<file path="src/rtl/uart_rx_ctrl.sv">
// UART receive sequencer: re-arms the receiver after each frame, buffers good bytes
// in a first-word-fall-through FIFO and keeps saturating error statistics.
//
// state   | meaning
// IDLE    | receiver not armed; waiting for enable
// ARM     | rx_start pulse to receiver, timeout timer loaded
// WAIT    | frame in progress; watch for done, errors or timeout
// PUSH    | write latched byte into FIFO
// RECOVER | wait for receiver to go quiet before re-arming
module uart_rx_ctrl #(
    parameter int DATA_WD     = 8,
    parameter int FIFO_DEPTH  = 8,
    parameter int CNT_WD      = 8,
    parameter int TIMEOUT_CYC = 200000
) (
    input  logic                          clk,
    input  logic                          rst,
    input  logic                          enable,
    input  logic                          clear_stats,
    input  logic                          rx_done,
    input  logic                          rx_busy,
    input  logic                          parity_err_in,
    input  logic                          framing_err_in,
    input  logic [DATA_WD-1:0]            rx_data,
    output logic                          rx_start,
    output logic [DATA_WD-1:0]            m_data,
    output logic                          m_valid,
    input  logic                          m_ready,
    output logic [$clog2(FIFO_DEPTH):0]   fifo_count,
    output logic [CNT_WD-1:0]             parity_cnt,
    output logic [CNT_WD-1:0]             framing_cnt,
    output logic                          overrun,
    output logic                          timeout
);

    localparam int PTR_WD = $clog2(FIFO_DEPTH);
    localparam int TMR_WD = $clog2(TIMEOUT_CYC);

    localparam logic [4:0] S_IDLE    = 5'b00001;
    localparam logic [4:0] S_ARM     = 5'b00010;
    localparam logic [4:0] S_WAIT    = 5'b00100;
    localparam logic [4:0] S_PUSH    = 5'b01000;
    localparam logic [4:0] S_RECOVER = 5'b10000;

    logic [4:0]          state, state_nxt;
    logic [TMR_WD-1:0]   tmr;
    logic                tmr_tc;
    logic [DATA_WD-1:0]  rx_byte;
    logic                wait_chk;
    logic                rx_quiet;

    logic [DATA_WD-1:0]  mem [FIFO_DEPTH];
    logic [PTR_WD-1:0]   wr_ptr, rd_ptr;
    logic                push, pop, full, wr_en;

    assign tmr_tc   = (tmr == '0);
    assign wait_chk = (state == S_WAIT) && !rx_done;
    assign rx_quiet = !rx_busy && !rx_done && !parity_err_in && !framing_err_in;

    always_comb begin
        state_nxt = state;
        case (state)
            S_IDLE:    if (enable) state_nxt = S_ARM;
            S_ARM:     state_nxt = S_WAIT;
            S_WAIT: begin
                if (rx_done)
                    state_nxt = S_PUSH;
                else if (framing_err_in || parity_err_in || tmr_tc)
                    state_nxt = S_RECOVER;
            end
            S_PUSH:    state_nxt = S_RECOVER;
            S_RECOVER: if (rx_quiet) state_nxt = enable ? S_ARM : S_IDLE;
            default:   state_nxt = S_IDLE;
        endcase
    end

    // rx_start is registered from the next state so it coincides exactly with ARM
    always_ff @(posedge clk or posedge rst) begin
        if (rst) begin
            state    <= S_IDLE;
            rx_start <= 1'b0;
            tmr      <= '0;
            rx_byte  <= '0;
        end else begin
            state    <= state_nxt;
            rx_start <= (state_nxt == S_ARM);
            if (state == S_ARM)
                tmr <= TMR_WD'(TIMEOUT_CYC - 1);
            else if (state == S_WAIT && !tmr_tc)
                tmr <= tmr - 1'b1;
            if (state == S_WAIT && rx_done)
                rx_byte <= rx_data;
        end
    end

    always_ff @(posedge clk or posedge rst) begin
        if (rst) begin
            parity_cnt  <= '0;
            framing_cnt <= '0;
            overrun     <= 1'b0;
            timeout     <= 1'b0;
        end else if (clear_stats) begin
            parity_cnt  <= '0;
            framing_cnt <= '0;
            overrun     <= 1'b0;
            timeout     <= 1'b0;
        end else begin
            if (wait_chk && parity_err_in && parity_cnt != '1)
                parity_cnt <= parity_cnt + 1'b1;
            if (wait_chk && framing_err_in && framing_cnt != '1)
                framing_cnt <= framing_cnt + 1'b1;
            if (wait_chk && !parity_err_in && !framing_err_in && tmr_tc)
                timeout <= 1'b1;
            if (push && full && !pop)
                overrun <= 1'b1;
        end
    end

    assign push    = (state == S_PUSH);
    assign m_valid = (fifo_count != '0);
    assign full    = (fifo_count == ($clog2(FIFO_DEPTH) + 1)'(FIFO_DEPTH));
    assign pop     = m_valid && m_ready;
    // a full FIFO still accepts a byte when the head leaves in the same cycle
    assign wr_en   = push && (!full || pop);
    assign m_data  = m_valid ? mem[rd_ptr] : '0;

    always_ff @(posedge clk) begin
        if (wr_en)
            mem[wr_ptr] <= rx_byte;
    end

    always_ff @(posedge clk or posedge rst) begin
        if (rst) begin
            wr_ptr     <= '0;
            rd_ptr     <= '0;
            fifo_count <= '0;
        end else begin
            if (wr_en)
                wr_ptr <= wr_ptr + 1'b1;
            if (pop)
                rd_ptr <= rd_ptr + 1'b1;
            case ({wr_en, pop})
                2'b10:   fifo_count <= fifo_count + 1'b1;
                2'b01:   fifo_count <= fifo_count - 1'b1;
                default: fifo_count <= fifo_count;
            endcase
        end
    end

endmodule
</file>
<file path="config.mk">
export PLATFORM = sky130hd
export DESIGN_NAME = uart_rx_ctrl
export DESIGN_NICKNAME = d
export VERILOG_FILES = /design/src/rtl/uart_rx_ctrl.sv
export SDC_FILE = /design/constraint.sdc
export NUM_CORES = 1
export LEC_CHECK = 0
export BUFFER_PORTS_ARGS = -buffer_cell sky130_fd_sc_hd__buf_2
export CAP_MARGIN = 40
export CORE_ASPECT_RATIO = 0.5
export CORE_MARGIN = 4
export CORE_UTILIZATION = 55
export CTS_BUF_LIST = sky130_fd_sc_hd__clkbuf_2
export CTS_CLUSTER_DIAMETER = 120
export CTS_CLUSTER_SIZE = 8
export DETAILED_ROUTE_END_ITERATION = 16
export GPL_ROUTABILITY_DRIVEN = 0
export PLACE_DENSITY = 0.8
export SKIP_CTS_REPAIR_TIMING = 1
export SLEW_MARGIN = 20
export SYNTH_ARGS = -nofsm -noshare
export SYNTH_HDL_FRONTEND = slang
export SYNTH_SLANG_ARGS = --single-unit
</file>
<file path="constraint.sdc">
create_clock -name clk -period 2.5 [get_ports clk]
set_input_delay 0.25 -clock clk [delete_from_list [all_inputs] [get_ports clk]]
set_output_delay 0.25 -clock clk [all_outputs]
set_load 0.02 [all_outputs]
</file>
==> results.tsv, run 1 <==
stage	metric	value	unit
grt	grt ovf	0	
place	Placed Area	6090	um^2
floorplan	# rows	25	
logic_synthesis	Avg Inst Size Synth	13.67	um^2
logic_synthesis	post-synthesis cell count	405	
final_layout	Finished Layout Cells	649	
place	Setup WS pre-CTS	0.08351	ns
floorplan	die extent in y	78.94	um
final_layout	Util after Layout	68.88	%
place	post-detail-place hpwl	7.184	mm
final_layout	ANT cells	0	
grt	global-route wire length before repair	17.58	mm
logic_synthesis	adder-cell share of the synthesized area	2.170	%
worst_setup_path	critical path required time	2.25	ns
logic_synthesis	Mapped Area	5535	um^2
drt	aggregate routed wire length	11.00	mm
grt	initial antenna violation count	0	
worst_setup_path	CP Max Fanout	17	
timing	Setup-failing EPs final	0	
final_layout	Final Cell Area	6636	um^2
logic_synthesis	post-synthesis mux area share	10.53	%
timing	setup_tns	0	ns
worst_setup_path	reg-to-reg endpoint	fifo_count[3]	
timing	clock skew	0.02713	ns
pwr	maximum vdd drop	0.4132	mV
clocking	H-tree depth	4	
timing	Final WS setup	0.002170	ns
timing	Hold Fails Final Rpt	0	
logic_synthesis	post-synthesis xor/xnor area fraction	4.905	%
logic_synthesis	simple-gate share of the synthesized area	14.22	%
run	maxcap violations	0	
timing	Achievable Freq	0.4003	GHz
drt	DR vias/cell	5.532	
logic_synthesis	largest family of logic cells by synthesized area	simple AND/OR/NAND/NOR gates	
final_layout	commonest non-fill, non-tap cell in the layout	edfxtp_1	
place	Cells after DPL	596	
timing	RSZ-0062 raised after global routing	true	
logic_synthesis	Post-Syn Nets	431	
worst_setup_path	Setup crit end kind	primary output	
worst_setup_path	crit path launch type	register	
worst_setup_path	reg2reg path depth	10	
clocking	TritonCTS clock tree	done	
min_path	Hold WC Path Type	input port to register	
drt	Routed Antenna Nets	0	
drt	via count	3590	
final_layout	filler instances	674	
timing	worst hold slack	0.05640	ns
timing	Slew HR	59.14	%
worst_setup_path	Reg2Reg Launch Point	fifo_count[3]	
logic_synthesis	Ys Warns	0	
status	status	finished, final reports clean	
grt	number of global-route vias before repair	3428	
min_path	Hold Startpoint	rx_busy	
drt	Avg WL per Cell	16.94	um
clocking	Worst-Skew Late Latency	0.68	ns
worst_setup_path	crit path DAT	2.25	ns
logic_synthesis	EDFF count, synth	64	
logic_synthesis	Synth area leaders	edfxtp_1, dfrtp_1, mux4_2	
pwr	Leak	2.682	nW
clocking	CTS Sinks	124	
logic_synthesis	Synth Area in Compound Gates	4.453	%
floorplan	io pins	49	
worst_setup_path	Setup CP Type	register to primary output	
timing	minimum clock period	2.498	ns
grt	GR Util All Layers	19.55	%
logic_synthesis	Yosys top cell by area	edfxtp_1	
timing	Final Slew Violations	0	
clocking	Num CTS Buffers	17	
worst_setup_path	setup slack, reg-to-reg	0.13	ns
final_layout	layout cell share with drive strength beyond 1	30.74	%
drt	DRC violations left	0	
logic_synthesis	Synth Flop Type	edfxtp_1	
timing	Worst Max-Slew Pin Slew	0.6130	ns
min_path	hold path endpoint	state[4]	
pwr	Cell Pwr Density	943.4	nW/um^2
grt	largest net degree at the start of global routing	36	
clocking	clock root buffer	clkbuf_2	
logic_synthesis	post-synthesis sequential area ratio	61.87	%
floorplan	Die W	149.9	um
logic_synthesis	ys async rst share	48.39	%
logic_synthesis	Synth Register Bits	124	
clocking	clk slew on worst S/H paths	0.19	ns
clocking	Clock Tree Buf Depth	2	
final_layout	Layout Nets	527	
final_layout	area grow syn2layout	19.89	%
logic_synthesis	Distinct cells, synth	53	
final_layout	Reg area	3431	um^2
floorplan	Die ar.	11830	um^2
min_path	WHS Path Cells	4	
drt	initial detailed-routing violation count	293	
final_layout	area of the multi-input gates	2062	um^2
timing	Final period util	99.91	%
final_layout	commonest non-fill, non-tap cells in the layout	edfxtp_1, dfrtp_1, buf_2	
logic_synthesis	Synth top area share	34.72	%
drt	Pre-Repair DR Iteration Count	6	
pwr	power after layout	6.261	mW
floorplan	Core ar.	9634	um^2
place	port bufs	48	
floorplan	Initial Util	57.45	%
[worst max-delay path by stage]
stage / from / end / slack (ns) / cells past startpoint
6_report: rd_ptr[0] / m_data[3] / 0.002 / 5
4_1_cts: rd_ptr[1] / m_data[3] / -0.24 / 4
3_3_place_gp: tmr[0] / tmr[16] / 0.15 / 7
5_1_grt: rd_ptr[0] / m_data[3] / -0.15 / 5
3_5_place_dp: tmr[0] / tmr[16] / 0.08 / 7
2_1_floorplan: fifo_count[3] / fifo_count[3] / -0.18 / 11
[synthesized netlist by cell type, drive strengths merged, types with 4 or more instances]
cell and number:
nor2 40, a21oi 12, mux4 16, nor3 12, clkbuf 8, inv 11, ha 8, nor3b 4
nand4 7, a211oi 4, buf 7, nor4 5, nor4b 5, mux2 10, nand3 7, and2 4
xnor2 17, edfxtp 64, or4 9, xor2 14, and3 6, mux2i 11, o21ai 5, dfrtp 59
nand2 28
[per-layer routing]
metal	GRT usage [%]	vias to the layer above	share of wire, %
met5	0	-	0
li1	-	1707	-
met3	6.727	20	5.0
met1	26.10	1781	44
met2	31.49	82	49
met4	4.288	0	1.9
[registers in the layout, summed over array words and instances, names as in the netlist]
signal,flops
rd_ptr,3
state,5
rx_byte,8
mem,64
wr_ptr,3
tmr,18
rx_start,1
timeout,1
fifo_count,4
framing_cnt,8
parity_cnt,8
overrun,1
[where the power goes]
group	total, mW	leakage (nW)	internal (mW)	switching [mW]
Sequential	2.98	1.33	2.52	0.459
Clock	1.48	0.173	0.680	0.805
Combinational	1.79	1.18	0.895	0.899
[cells by family after synthesis]
family	Yosys count
and+or+nand+nor	143
DFF	124
muxes	37
AOI/OAI and AO/OA	35
xor gates and xnor gates	31
buffers and inverters	26
adders and majority gates	9
[area by class of cell]
class,instances,area share (%)
multi-input combinational,255,31.07
clock buffer,17,1.282
timing repair buffer,92,9.615
tap,135,2.545
sequential,124,51.70
inverter,11,0.6222
clock inverter,15,3.167
[worst max-delay path, stage by stage, from the launching register on]
cell     delay (ns)
dfrtp_1        0.42
buf_12         0.19
mux4_2         0.54
mux2i_2        0.21
nor2_1         0.06
buf_2          0.16
Power figures use the tool's default switching activity.
==> run 2, diff against run 1 <==
MAX_ROUTING_LAYER = met4   (was not set)
==> results.tsv, run 2 (synthesis gave the netlist of run 1 again) <==
stage	metric	value	unit	change
status	status	finished, final reports clean		
place	post-detail-place hpwl	7.184	mm	unchanged
drt	Pre-Repair DR Iteration Count	4		-2
final_layout	Reg with most FFs	mem		
run	maxcap violations	0		unchanged
pwr	Combinational Power Share	28.7	%	about the same
place	port bufs	48		unchanged
grt	largest net degree at the start of global routing	36		unchanged
drt	DR vias/cell	5.496		-0.64%
timing	Hold Fails Final Rpt	0		unchanged
floorplan	# rows	25		unchanged
pwr	power after layout	6.262	mW	about the same
worst_setup_path	setup slack, reg-to-reg	0.13	ns	about the same
timing	Final period util	99.32	%	-0.60 points
pwr	P_sw	2.163	mW	about the same
drt	via count	3567		-0.64%
grt	number of global-route vias before repair	3431		+0.088%
drt	DRC violations left	0		unchanged
drt	met3 WL	529	um	-3.8%
pwr	Leak	2.682	nW	unchanged
place	Cells after DPL	596		unchanged
floorplan	Initial Util	57.45	%	unchanged
clocking	clock root buffer	clkbuf_2		
timing	Worst Max-Slew Pin Slew	0.6206	ns	+0.007660 ns
clocking	Worst-Skew Late Latency	0.66	ns	-0.02 ns
drt	met2 wire len	5.469	mm	+0.72%
clocking	clk slew on worst S/H paths	0.19	ns	about the same
drt	aggregate routed wire length	11.03	mm	+0.32%
timing	Setup-failing EPs final	0		unchanged
timing	setup_tns	0	ns	unchanged
timing	Achievable Freq	0.4028	GHz	+0.60%
clocking	CTS Sinks	124		unchanged
grt	GR Util All Layers	20.07	%	+0.52 points
min_path	Hold WC Path Type	input port to register		
pwr	Clock Power Share	23.7	%	about the same
clocking	H-tree depth	4		unchanged
grt	initial antenna violation count	0		unchanged
drt	met1 WL	4.903	mm	+2.0%
pwr	Sw Ratio	34.54	%	about the same
final_layout	area grow syn2layout	19.89	%	unchanged
pwr	internal power	4.099	mW	about the same
final_layout	Finished Layout Cells	649		unchanged
timing	Slew HR	58.63	%	-0.51 points
worst_setup_path	Setup CP Type	register to primary output		
worst_setup_path	critical path required time	2.25	ns	about the same
timing	Final Slew Violations	0		unchanged
clocking	Clock Tree Buf Depth	2		unchanged
worst_setup_path	Setup crit end kind	primary output		
floorplan	Core ar.	9634	um^2	unchanged
worst_setup_path	CP Max Fanout	17		unchanged
pwr	Sequential Power Share	47.7	%	about the same
timing	RSZ-0062 raised after global routing	true		
timing	minimum clock period	2.483	ns	-0.01494 ns
final_layout	Largest register FFs	64		unchanged
final_layout	Final Cell Area	6636	um^2	unchanged
floorplan	Die ar.	11830	um^2	unchanged
final_layout	ANT cells	0		unchanged
worst_setup_path	crit path launch type	register		
final_layout	commonest non-fill, non-tap cell in the layout	edfxtp_1		
drt	Top Layer Used	met4		
final_layout	Regs by FF count	mem (64), tmr (18)		
drt	initial detailed-routing violation count	255		-13%
grt	global-route wire length before repair	17.57	mm	about the same
pwr	Cell Pwr Density	943.6	nW/um^2	about the same
floorplan	Die W	149.9	um	unchanged
drt	Routed Antenna Nets	0		unchanged
final_layout	commonest non-fill, non-tap cells in the layout	edfxtp_1, dfrtp_1, buf_2		
pwr	maximum vdd drop	0.4138	mV	+0.15%
grt	grt ovf	0		unchanged
final_layout	filler instances	674		unchanged
clocking	TritonCTS clock tree	done		
final_layout	Layout Nets	527		unchanged
drt	Avg WL per Cell	17.00	um	+0.32%
worst_setup_path	crit path DAT	2.23	ns	-0.02 ns
floorplan	die extent in y	78.94	um	unchanged
clocking	Num CTS Buffers	17		unchanged
place	Placed Area	6090	um^2	unchanged
final_layout	layout cell share with drive strength beyond 1	30.74	%	unchanged
floorplan	io pins	49		unchanged
timing	clock skew	0.02312	ns	-0.004007 ns
==> run 2: final cells by class <==
type | instances | area [um^2] | share of cell area, %
flip-flops and latches | 124 | 3431 | 51.70
multi-input cells | 255 | 2062 | 31.07
clock buffers | 17 | 85.08 | 1.282
clock inverters | 15 | 210.2 | 3.167
well taps | 135 | 168.9 | 2.545
inverters | 11 | 41.29 | 0.6222
repair buffers | 92 | 638.1 | 9.615
==> run 2: layer usage <==
metal / GRT usage [%] / vias to the layer above
met2: 31.49 / 73
met4: 4.562 / 0
met5: - / -
met3: 6.385 / 11
li1: - / 1706
met1: 26.10 / 1777
==> run 2: metrics by stage <==
step                setup slack [ns]  util, %  hold slack [ns]
finish                       0.01711    68.88          0.06635
global route                 -0.1390    68.88          0.05229
CTS                          -0.2441    66.27          -0.4426
detailed placement           0.08351    63.21           0.3427
global placement              0.1529    63.21           0.3355
floorplan                    -0.1801        -           0.3479
==> run 2: final timing paths <==
path | startpoint | endpoint | cells after the start
hold reg to reg | tmr[0] | tmr[0] | 1
setup reg to reg | fifo_count[3] | fifo_count[3] | 10
hold / removal | rx_busy | state[4] | 4
min in group asynchronous | rst | framing_cnt[0] | 3
max in group asynchronous | rst | state[0] | 4
setup / recovery | rd_ptr[0] | m_data[3] | 5
==> run 2: power groups by stage <==
stage | Clock, mW | Sequential (mW) | Combinational [mW]
after floorplan | 0 | 2.85 | 1.30
after global placement | 0 | 2.97 | 1.65
after detailed placement | 0 | 3.01 | 1.69
after CTS | 1.51 | 2.96 | 1.70
after global routing | 1.62 | 3.04 | 1.99
final | 1.48 | 2.99 | 1.79
==> run 2: critical path, stage by stage (launching register included) <==
cell and delay (ns):
dfrtp_1 0.42, buf_12 0.19, mux4_2 0.54, mux2i_2 0.21, nor2_1 0.06, buf_2 0.16
